`src/rtl/ram_dp_clr.sv`:
```
// ram_dp_clr: simple dual-port RAM (one write port, one read port, one clock)
// with byte-lane write masks, a 1- or 2-cycle read latency, selectable
// same-address collision behaviour, and a clear engine that writes clear_val
// to every word after reset or on request.
//
// Ports:
//   clk    - clock, all logic on posedge
//   rst    - asynchronous active-high reset
//   clear  - single-cycle request to re-initialise the whole array
//   busy   - high while the clear engine owns the write port
//   we     - write enable
//   wmask  - per-lane write enable, lane i = wdata[i*lane_bits +: lane_bits]
//   waddr  - write address
//   wdata  - write data
//   re     - read enable
//   raddr  - read address
//   rdata  - read data, holds its value between reads
//   rvalid - one-cycle strobe marking a completed read
module ram_dp_clr #(
   parameter int unsigned             addr_bits  = 8,
   parameter int unsigned             data_bits  = 16,
   parameter int unsigned             lane_bits  = 8,
   parameter int unsigned             rd_latency = 1,
   parameter int unsigned             bypass     = 1,
   parameter logic [data_bits-1:0]    clear_val  = '0
) (
   input  logic                              clk,
   input  logic                              rst,
   input  logic                              clear,
   output logic                              busy,
   input  logic                              we,
   input  logic [(data_bits/lane_bits)-1:0]  wmask,
   input  logic [addr_bits-1:0]              waddr,
   input  logic [data_bits-1:0]              wdata,
   input  logic                              re,
   input  logic [addr_bits-1:0]              raddr,
   output logic [data_bits-1:0]              rdata,
   output logic                              rvalid
);

   localparam int unsigned lanes = data_bits / lane_bits;
   localparam int unsigned depth = 1 << addr_bits;
   localparam logic [addr_bits-1:0] cnt_max = '1;

   typedef enum logic {IDLE = 1'b0, CLEAR = 1'b1} state_t;

   state_t               state;
   logic [addr_bits-1:0] cnt;
   logic [data_bits-1:0] mem [depth];

   logic                 wr_acc_c;
   logic                 rd_acc_c;
   logic [data_bits-1:0] rd_word_c;

   // External requests are only honoured while the clear engine is idle
   assign wr_acc_c = we & ~busy;
   assign rd_acc_c = re & ~busy;

   // Clear engine: sweeps every address once, then returns to IDLE
   always_ff @(posedge clk or posedge rst) begin
      if (rst) begin
         state <= CLEAR;
         cnt   <= '0;
         busy  <= 1'b1;
      end else begin
         case (state)
            CLEAR: begin
               cnt <= cnt + addr_bits'(1);
               if (cnt == cnt_max) begin
                  state <= IDLE;
                  busy  <= 1'b0;
               end
            end
            IDLE: begin
               if (clear) begin
                  state <= CLEAR;
                  cnt   <= '0;
                  busy  <= 1'b1;
               end
            end
            default: begin
               state <= CLEAR;
               cnt   <= '0;
               busy  <= 1'b1;
            end
         endcase
      end
   end

   // Storage array: not reset, only initialised by the clear sweep
   always_ff @(posedge clk) begin
      if (state == CLEAR) begin
         mem[cnt] <= clear_val;
      end else if (wr_acc_c) begin
         for (int i = 0; i < lanes; i++) begin
            if (wmask[i]) begin
               mem[waddr][i*lane_bits +: lane_bits] <= wdata[i*lane_bits +: lane_bits];
            end
         end
      end
   end

   // Read word; with bypass a same-address write is merged lane by lane
   always_comb begin
      rd_word_c = mem[raddr];
      if ((bypass != 0) && wr_acc_c && rd_acc_c && (raddr == waddr)) begin
         for (int i = 0; i < lanes; i++) begin
            if (wmask[i]) begin
               rd_word_c[i*lane_bits +: lane_bits] = wdata[i*lane_bits +: lane_bits];
            end
         end
      end
   end

   generate
      if (rd_latency == 2) begin : g_lat2
         logic [data_bits-1:0] d1;
         logic                 v1;

         // Extra output register stage
         always_ff @(posedge clk or posedge rst) begin
            if (rst) begin
               d1     <= '0;
               v1     <= 1'b0;
               rdata  <= '0;
               rvalid <= 1'b0;
            end else begin
               v1     <= rd_acc_c;
               rvalid <= v1;
               if (rd_acc_c) d1    <= rd_word_c;
               if (v1)       rdata <= d1;
            end
         end
      end else begin : g_lat1
         always_ff @(posedge clk or posedge rst) begin
            if (rst) begin
               rdata  <= '0;
               rvalid <= 1'b0;
            end else begin
               rvalid <= rd_acc_c;
               if (rd_acc_c) rdata <= rd_word_c;
            end
         end
      end
   endgenerate

endmodule

```
`config.mk`:
```
export PLATFORM = sky130hd
export DESIGN_NAME = ram_dp_clr
export DESIGN_NICKNAME = d
export VERILOG_FILES = /design/src/rtl/ram_dp_clr.sv
export SDC_FILE = /design/constraint.sdc
export NUM_CORES = 2
export LEC_CHECK = 0
export CAP_MARGIN = 20
export CORE_AREA = 5 5 512 640
export CTS_CLUSTER_SIZE = 8
export DETAILED_ROUTE_END_ITERATION = 10
export DIE_AREA = 0 0 517 645
export HOLD_SLACK_MARGIN = 0.12
export PLACE_DENSITY = 0.65
export REMOVE_ABC_BUFFERS = 1
export SLEW_MARGIN = 10
export SYNTH_ARGS = -nofsm -noshare
export SYNTH_HDL_FRONTEND = slang
export SYNTH_SLANG_ARGS = --single-unit
```
`constraint.sdc`:
```
create_clock -name clk -period 8.55 [get_ports clk]
set_input_delay 1.71 -clock clk [delete_from_list [all_inputs] [get_ports clk]]
set_output_delay 1.71 -clock clk [all_outputs]
set_load 0.05 [all_outputs]
```
==> key figures <==
Cells and area
  – Layout cells sized above 1: 0.213
  – Layout area overhead: 13.5%
  – Nets: 8130
  – Final instance area: 181000 sq um

Timing
  – Setup Skew: 0.0413 ns
  – Final period utilization: 0.689
  – Setup violations, final: 0
  – Hold WS: 0.529 ns
  – Unrepaired setup endpoints after global routing: false
  – Endpoints failing hold: 0
  – Tmin final: 5.89 ns
  – Slew headroom: 0.192
  – Setup TNS: 0 ns
  – Worst-Margin Slew: 1.21 ns
  – Slew Viols, Final: 0
  – Fmax: 170 MHz

Clock network
  – Clock-pin slew on the worst setup and hold paths: 0.05 ns
  – CTS root buf: clkbuf_16
  – H-tree levels: 6
  – Clock Latency Late Sink: 0.92 ns
  – CTS Hold Buffers Added: 0
  – CTS tree: done
  – Num CTS Buffers: 589
  – CTS Buffer Depth: 4
  – Total setup buffers inserted after CTS: 0
  – Clock sink count: 4123
  – Cts repair resizes: 0

Route
  – First-pass DRT Iterations: 7
  – DRT Wirelength: 419 mm
  – Remaining antenna violation count after routing: 0
  – # DRC: 0
  – Initial DRC count: 10.0k
  – DR vias/cell: 6.47
  – DR WL/cell: 33.7 um
  – Routed via count: 80.5k

Synth
  – Synth Flop Type: edfxtp_1
  – Synth cell count leaders: edfxtp_1, mux4_2, nor2_1
  – Yosys top cell area share: 0.770
  – Cell variety after synth: 62
  – Synthesis-stage register bit count: 4123
  – EDFF count, synth: 4096
  – Sequential-to-total area share from yosys stat: 0.774
  – Synth warn: 0
  – Avg Cell Area, Syn: 20.6 sq um
  – Synth area leader: edfxtp_1
  – Most frequent cell after synthesis: edfxtp_1
  – Area contributors post-synth: edfxtp_1, mux4_2, mux2i_1
  – Synth Cell Area: 160000 sq um
  – Synth Instances: 7743
  – Async set-or-reset flop fraction in the synthesized netlist: 0.00655

Die
  – Core Region: 321000 sq um
  – Die area: 333000 sq um
  – Width of the chip: 517 um
  – Initial core utilization: 0.497
  – Row count: 233
  – Die H: 645 um
  – IO Count: 57

Setup path
  – Most frequent CP cell: buf_4
  – Slowest cell on crit path: nand3_2
  – Delay-heaviest family, CP: simple AND/OR/NAND/NOR gates
  – Flop-to-flop setup slack: 3.61 ns
  – Setup CP Type: input port to flip-flop
  – Reg2reg path depth: 9
  – Worst r2r src: busy
  – Worst Path Required: 9.08 ns
  – Largest fanout on the critical path: 34
  – Crit path launch type: input port
  – Max incr delay on CP: 0.88 ns
  – Reg2reg end: mem[115][13]
  – Cell Chain, Critical Path: clkdlybuf4s50_1, nor2b_1, o21ai_0, nor2_4, buf_4, nand3_1, o21ai_1, nand3_2, buf_4, nor2_1
  – Critical Path End Type: flip-flop
  – Critical path arrival: 6.42 ns
  – Bufs and invs on worst path: 3

Hold path
  – Hold path depth: 1
  – Worst hold start: rdata[8]
  – Worst min path class: flip-flop to flip-flop
  – Hold Path Sink: rdata[8]

Placement
  – GPL Wtd Cong: 0.928
  – PortBufs: 56
  – Area after DPL: 165000 sq um
  – Post-DP HPWL: 248 mm

Power and ir drop
  – PwrDens: 257 nW/um^2
  – Peak supply drop: 0.182 mV
  – Power, Total: 46.5 mW
  – LEAKAGE: 62.4 nW

Global route
  – Largest net degree at the start of global routing: 146
  – Initial antenna violation count: 18
  – GR Overflow Total: 0
  – GRT Resource Usage Total: 0.249
  – First-pass GRT wire length: 599 mm
  – Vias in the first global route: 82.2k

Flow run
  – # Max-Cap Violations: 0

Outcome
  – Outcome: completed
## placed cells by master, fill, tap and decap left out, types with 17 or more instances in the layout
cell / n
nand2_2: 17
dfrtp_1: 25
o22ai_1: 150
nand3_1: 33
a2111oi_0: 21
a21oi_1: 93
a22o_1: 66
o31ai_1: 21
clkbuf_16: 615
mux2i_1: 430
nor2_1: 583
nor4_1: 21
nor2b_1: 96
o21ai_1: 27
a22oi_1: 138
clkdlybuf4s50_1: 48
a221oi_1: 87
clkbuf_1: 61
mux4_2: 809
nand4_1: 54
a211oi_1: 101
o21ai_0: 24
nand2_1: 72
buf_12: 45
buf_4: 127
nor3_1: 94
edfxtp_1: 4096
nand2b_1: 22
## final cells by class
type	instances	area, sq um
tap	4230	5290
fill	23134	140000
antenna	8	20.0
timing repair buffer	233	2440
sequential	4123	124000
multi-input combinational	3137	33900
clock inverter	25	308
inverter	6	22.5
clock buffer	676	15600
## how the worst max path moves through the flow
stage | startpoint | to | slack, ns | cells after the start
finish | we | mem[115][13] | 2.66 | 10
global route | we | mem[243][8] | 2.50 | 10
floorplan | we | mem[0][0] | 0.95 | 4
global placement | we | mem[83][10] | 1.84 | 10
detailed placement | we | mem[115][13] | 1.81 | 10
CTS | we | mem[115][14] | 2.77 | 10
## layer usage
layer,track usage,part of all wire
met5,0,0
met3,0.0446,0.094
met1,0.339,0.37
met4,0.101,0.045
met2,0.403,0.49
## registers in the layout, summed over array words and instances (netlist names)
signal	cells
mem	4096
rdata	16
cnt	8
busy	1
rvalid	1
state	1
## report_power, final
| group | leakage [nW] | total (mW) | switching [mW] | internal [mW] |
|---|---|---|---|---|
| combinational | 11.8 | 3.45 | 2.57 | 0.880 |
| sequential | 42.8 | 22.5 | 0.169 | 22.3 |
| clock | 7.80 | 20.5 | 7.86 | 12.7 |
| total | 62.4 | 46.5 | 10.6 | 35.9 |
## stage by stage
| step | setup slack, ns | util | cells |
|---|---|---|---|
| 3_5_place_dp | 1.81 | 0.514 | 11726 |
| 4_1_cts | 2.77 | 0.564 | 12427 |
| 2_1_floorplan | 0.945 | - | 7266 |
| 3_3_place_gp | 1.84 | 0.514 | 11717 |
| 6_report | 2.66 | 0.564 | 12438 |
| 5_1_grt | 2.50 | 0.564 | 12432 |
## cells by family after synthesis
group / Yosys count / synth area share
xor gates and xnor gates: 8 / 0.000439
AOI/OAI and AO/OA: 780 / 0.0351
adders and majority gates: 1 / 0.0000783
buffers and inverters: 483 / 0.0163
and+or+nand+nor: 1093 / 0.0317
DFF: 4123 / 0.774
muxes: 1255 / 0.142
No activity file was read; power rests on OpenSTA's default activity.
